**src/rtl/frame_sample_buffer.sv**
```systemverilog
// Multi-channel sample frame buffer: NCH parallel RAMs filled per strobe, hold or circular mode, indexed readback.
// Optional FRAME_MINMAX_EN adds per-channel min/max outputs (ch_min/ch_max) latched at frame completion.
module frame_sample_buffer #(
    parameter int unsigned DW    = 8,
    parameter int unsigned DEPTH = 128,
    parameter int unsigned NCH   = 2,
    parameter int unsigned CIRC  = 0,
    localparam int unsigned AW   = $clog2(DEPTH),
    localparam int unsigned CW   = (NCH > 1) ? $clog2(NCH) : 1
) (
    input  logic              Clk,
    input  logic              Rst,
    input  logic [NCH*DW-1:0] idata,
    input  logic              idata_valid,
    input  logic              frame_ack,
    input  logic              rd_en,
    input  logic [CW-1:0]     rd_ch,
    input  logic [AW-1:0]     raddr,
    output logic [DW-1:0]     proc_data,
    output logic              proc_valid,
    output logic              fflag,
    output logic [AW:0]       wcount,
    output logic              ovf
`ifdef FRAME_MINMAX_EN
    ,
    output logic [NCH*DW-1:0] ch_min,
    output logic [NCH*DW-1:0] ch_max
`endif
);

    localparam logic [AW:0]   DEPTH_W = (AW+1)'(DEPTH);
    localparam logic [AW:0]   LASTCNT = (AW+1)'(DEPTH - 1);
    localparam logic [AW-1:0] LASTPTR = AW'(DEPTH - 1);
    localparam logic [CW:0]   NCH_W   = (CW+1)'(NCH);

    typedef enum logic {FILL, FULL} state_t;
    state_t state;

    logic [DW-1:0] mem [NCH][DEPTH];
    logic [AW-1:0] wptr;

    logic [AW:0]   sum;
    logic [AW-1:0] paddr;
    logic [AW-1:0] wr_addr;
    logic [AW-1:0] wptr_nx;
    logic [AW:0]   wbase;
    logic [DW-1:0] rdata;
    logic          in_range;
    logic          filling;
    logic          wr_en;
    logic          frame_done;

    // Address and write-acceptance decode; an ack in the same cycle restarts the frame at address 0
    always_comb begin
        sum = {1'b0, wptr} + {1'b0, raddr};
        if (sum >= DEPTH_W) sum = sum - DEPTH_W;
        paddr      = ((CIRC != 0) && (wcount == DEPTH_W)) ? sum[AW-1:0] : raddr;
        in_range   = ({1'b0, raddr} < wcount) && ({1'b0, rd_ch} < NCH_W);
        wbase      = frame_ack ? '0 : wcount;
        filling    = frame_ack || (state == FILL);
        wr_addr    = frame_ack ? '0 : wptr;
        wptr_nx    = (wr_addr == LASTPTR) ? '0 : wr_addr + AW'(1);
        wr_en      = idata_valid && !Rst && (filling || (CIRC != 0));
        frame_done = wr_en && filling && (wbase == LASTCNT);
    end

    always_comb begin
        rdata = '0;
        for (int unsigned c = 0; c < NCH; c++)
            if (rd_ch == CW'(c)) rdata = mem[c][paddr];
    end

    always_ff @(posedge Clk) begin
        if (wr_en)
            for (int unsigned c = 0; c < NCH; c++)
                mem[c][wr_addr] <= idata[c*DW +: DW];
    end

    always_ff @(posedge Clk) begin
        if (Rst) begin
            state      <= FILL;
            wptr       <= '0;
            wcount     <= '0;
            fflag      <= 1'b0;
            ovf        <= 1'b0;
            proc_data  <= '0;
            proc_valid <= 1'b0;
        end else begin
            proc_valid <= rd_en;
            if (rd_en) proc_data <= in_range ? rdata : '0;
            if (frame_ack) begin
                state  <= FILL;
                fflag  <= 1'b0;
                ovf    <= 1'b0;
                wcount <= '0;
                wptr   <= '0;
            end
            if (wr_en) begin
                wptr <= wptr_nx;
                if (filling) wcount <= wbase + (AW+1)'(1);
            end else if (idata_valid && !filling) begin
                ovf <= 1'b1;
            end
            if (frame_done) begin
                state <= FULL;
                fflag <= 1'b1;
            end
        end
    end

`ifdef FRAME_MINMAX_EN
    logic [NCH*DW-1:0] run_min, run_max, min_nx, max_nx;
    logic              mm_first;

    // Running extremes including the current sample; the first write of a fill reseeds them
    always_comb begin
        min_nx = run_min;
        max_nx = run_max;
        for (int unsigned c = 0; c < NCH; c++) begin
            if (mm_first || frame_ack || (idata[c*DW +: DW] < run_min[c*DW +: DW]))
                min_nx[c*DW +: DW] = idata[c*DW +: DW];
            if (mm_first || frame_ack || (idata[c*DW +: DW] > run_max[c*DW +: DW]))
                max_nx[c*DW +: DW] = idata[c*DW +: DW];
        end
    end

    always_ff @(posedge Clk) begin
        if (Rst) begin
            mm_first <= 1'b1;
            run_min  <= '1;
            run_max  <= '0;
            ch_min   <= '1;
            ch_max   <= '0;
        end else if (wr_en) begin
            mm_first <= 1'b0;
            run_min  <= min_nx;
            run_max  <= max_nx;
            if (frame_done || !filling) begin
                ch_min <= min_nx;
                ch_max <= max_nx;
            end
        end else if (frame_ack) begin
            mm_first <= 1'b1;
        end
    end
`endif

endmodule

```
**config.mk**
```make
export PLATFORM = sky130hd
export DESIGN_NAME = frame_sample_buffer
export DESIGN_NICKNAME = d
export VERILOG_FILES = /design/src/rtl/frame_sample_buffer.sv
export SDC_FILE = /design/constraint.sdc
export NUM_CORES = 2
export LEC_CHECK = 0
export ABC_AREA = 0
export ABC_CLOCK_PERIOD_IN_PS = 3700
export BUFFER_PORTS_ARGS = -buffer_cell sky130_fd_sc_hd__clkbuf_2
export CAP_MARGIN = 20
export CORE_MARGIN = 2
export CORE_UTILIZATION = 35
export CTS_CLUSTER_DIAMETER = 120
export DETAILED_ROUTE_END_ITERATION = 16
export PLACE_DENSITY_LB_ADDON = 0.25
export SLEW_MARGIN = 10
export SYNTH_ARGS = -nofsm -noshare
export SYNTH_HDL_FRONTEND = slang
export SYNTH_SLANG_ARGS = --single-unit
```
**constraint.sdc**
```tcl
create_clock -name Clk -period 3.7 [get_ports Clk]
set_input_delay 0.74 -clock Clk [delete_from_list [all_inputs] [get_ports Clk]]
set_output_delay 0.74 -clock Clk [all_outputs]
set_load 0.03 [all_outputs]
```
==> run_results.csv <==
group,metric,value,unit
sta,final-setup-viol-count,0,
logic_synthesis,synthSimpleGateAreaFrac,0.0190,
logic_synthesis,async_flop_share,0,
worst_setup_path,r2r_start,"mem[0][1738]",
logic_synthesis,syn_area,0.0797,mm²
worst_setup_path,crit_chain,"buf_8, buf_12, buf_4, inv_2, buf_4, mux2_2, o221ai_1, a221oi_1, o41ai_1, buf_4, and4_1, o21ai_0",
logic_synthesis,synth_top_family_by_area,"multiplexers",
sta,worst_pin_slew,1210,ps
grt,grt_usage,0.185,
routing,totalWireLength,214000,µm
grt,grt_max_degree,91,
floorplan,fp.dieH,481,µm
cts,hold_buffers,0,
cts,clk_latency,840,ps
worst_setup_path,path_max_fanout,23,
min_path,min_from,"rd_en",
power,p_total,49.1,mW
worst_setup_path,required,4390,ps
min_path,worstHoldPathType,"input port to flop",
place,hpwl,135000,µm
worst_setup_path,crit_slowest_cell,"o41ai_1",
place,portBuffers,47,
place,place_area,0.0871,mm²
logic_synthesis,yosysTopAreaCell,"edfxtp_1",
worst_setup_path,end_kind,"flop",
flow_run,cap_violations,0,
logic_synthesis,synth_compound_area_frac,0.0243,
floorplan,dieArea,0.232,mm²
layout,drive_gt1_frac,0.325,
floorplan,dieWidth,481,µm
cts,clk_pin_slew,60,ps
cts,post_cts_resized,0,
logic_synthesis,synthFlopType,"edfxtp_1",
cts,cts_buffer_depth,3,
cts,cts_tree,"built",
min_path,hold_path_depth,2,
layout,nets,4102,
worst_setup_path,r2r_slack,340,ps
routing,drt_iter0_markers,4147,
logic_synthesis,synth_mux_area_frac,0.163,
sta,rsz0062_at_grt,"false",
logic_synthesis,synthCells,3536,
power,power_density,524,mW/mm²
floorplan,fp-row-count,175,
grt,grt_pass1_vias,39417,
worst_setup_path,worstSetupStartpointType,"input port",
grt,grt_pass1_wl,303000,µm
routing,postRouteAntennaNets,0,
floorplan,initial_core_util,0.351,
logic_synthesis,ys_types,58,
logic_synthesis,synth_xor_area_frac,0.000879,
layout,fin_cells,7254,
routing,vias_per_cell,5.37,
place,gp_congestion,0.853,
sta,fmax,286,MHz
cts,htree_levels,4,
logic_synthesis,avgSynthCellArea,22.5,µm²
cts,cts_setup_buffers,0,
routing,drc_errors,0,
layout,fin_area,0.0937,mm²
power,p_leak,29.5,nW
logic_synthesis,ys_warn_count,0,
worst_setup_path,path_delay_family,"compound AO/OA/AOI/OAI gates",
logic_synthesis,synth.net_count,3573,
floorplan,io_pins,48,
worst_setup_path,timing.critical_path.mode_cell,"buf_4",
worst_setup_path,cp.arrival,4180,ps
worst_setup_path,rr_endpoint,"proc_data[2]",
grt,antenna_found_initial,10,
sta,fin_crit_sh,0.945,
routing,wl_per_cell,29.5,µm
power,ir_drop,0.000453,V
worst_setup_path,ff2ff_path_depth,10,
sta,finalMaxSlewViolations,0,
floorplan,coreArea,0.227,mm²
worst_setup_path,crit_type,"input port to flop",
cts,clock-sinks,2074,
cts,cts_buffers,209,
cts,cts_root_buf,"clkbuf_16",
sta,holdWs,198,ps
sta,maxSlewHeadroom,0.182,
layout,area_growth,17.6,%
routing,routed-via-count,38970,
sta,fin_skew,33.2,ps
grt,grt-ovfl-total,0,
sta,hold_viol_final,0,
place,dp.cells,6863,
min_path,min_to,"proc_valid",
logic_synthesis,seq_area_frac_synth,0.778,
logic_synthesis,postSynthRegisterBits,2074,
logic_synthesis,synth_edf_count,2048,
routing,dr.pass1.iters,5,
status,outcome,"finished clean",
sta,finalCriticalPeriod,3490,ps
logic_synthesis,synthAdderAreaFrac,0.00126,
worst_setup_path,cpPeakStageDelay,1000,ps
logic_synthesis,synth_top_area_frac,0.772,
worst_setup_path,crit_buf_inv,6,
logic_synthesis,netlist_top_cells_area,"edfxtp_1 77%, mux4_2 15%, mux2i_1 1.1%",
## layout by cell type (no fill, tap or decap), drive strengths merged, types with 7 or more instances in the layout
cell type / count
clkbuf: 295
mux4: 524
nand3: 17
nor3: 10
nand2: 60
inv: 23
buf: 480
xnor2: 7
bufinv: 19
nor2b: 14
nand2b: 11
nand4: 10
o22ai: 14
nor2: 178
mux2: 29
o41ai: 7
a21oi: 19
mux2i: 85
edfxtp: 2048
dfxtp: 26
a22oi: 28
o22a: 35
a32oi: 7
and4: 8
o221ai: 28
o2111ai: 7
o21ai: 67
a221oi: 30
a211oi: 10
clkinv: 86
ha: 8
## cell families after synthesis
group / after synthesis
flip-flops: 2074
multiplexers: 638
AND/OR/NAND/NOR: 337
AO/OA/AOI/OAI: 268
buffers and inverters: 203
XOR/XNOR: 8
adder cells (fa/ha/maj): 8
## worst reg2reg max path, stage by stage, from the launching register on
cell,delay [ps]
edfxtp_1,370
mux4_2,510
o22a_1,270
o21ai_0,110
buf_4,150
a221oi_1,80
buf_4,180
o41ai_1,1080
buf_4,260
and4_1,160
o21ai_0,80
## Yosys cell counts, drive strengths merged (17+ instances only)
master  count
clkbuf     64
mux2       29
mux2i      85
nor2      178
nand3      17
a21oi      19
o221ai     28
dfxtp      26
a221oi     30
a22oi      28
buf       126
edfxtp   2048
nand2      60
o22a       35
mux4      524
o21ai      67
## where the power goes
part | internal (mW) | switching, mW | leakage (nW)
logic | 0.996 | 1.49 | 7.63
clock network | 11.8 | 8.91 | 3.24
registers | 25.8 | 0.0159 | 18.6
## worst max-delay path by stage
stage,startpoint,to,slack (ps),depth (start not counted)
after floorplan,frame_ack,mem[0][1520],400,6
after global placement,raddr[1],proc_data[2],-570,10
after detailed placement,raddr[0],proc_data[2],-530,12
after CTS,raddr[0],proc_data[2],350,12
after global routing,raddr[1],proc_data[2],300,11
final,raddr[0],proc_data[2],210,12
## routing by layer
metal  track usage  vias up  wire length [µm]
met5             0        -                11
met4        0.0457        2              5220
met3        0.0310      277             13400
met2         0.304     1300            105000
met1         0.255    21227             90100
li1              -    16164                 -
## area by class of cell
| cell class | instances | area [µm²] |
|---|---|---|
| tap | 3009 | 3760 |
| inverter | 13 | 48.8 |
| antenna | 3 | 7.51 |
| clock buffer | 267 | 5510 |
| multi-input combinational | 1259 | 16700 |
| clock inverter | 121 | 1150 |
| fill | 20041 | 133000 |
| sequential | 2074 | 62000 |
| timing repair buffer | 508 | 4560 |
## registers in the layout (all words and copies together), names as in the netlist
register	flops
wptr	7
proc_valid	1
fflag	1
wcount	8
ovf	1
proc_data	8
mem	2048
## metrics by stage
step / util / setup TNS (ps) / setup slack [ps]
after CTS: 0.413 / 0 / 347
after global placement: 0.384 / -1060 / -570
after floorplan: - / 0 / 398
after global routing: 0.413 / 0 / 298
final: 0.413 / 0 / 205
after detailed placement: 0.384 / -952 / -533
No activity file was read; power rests on OpenSTA's default activity.
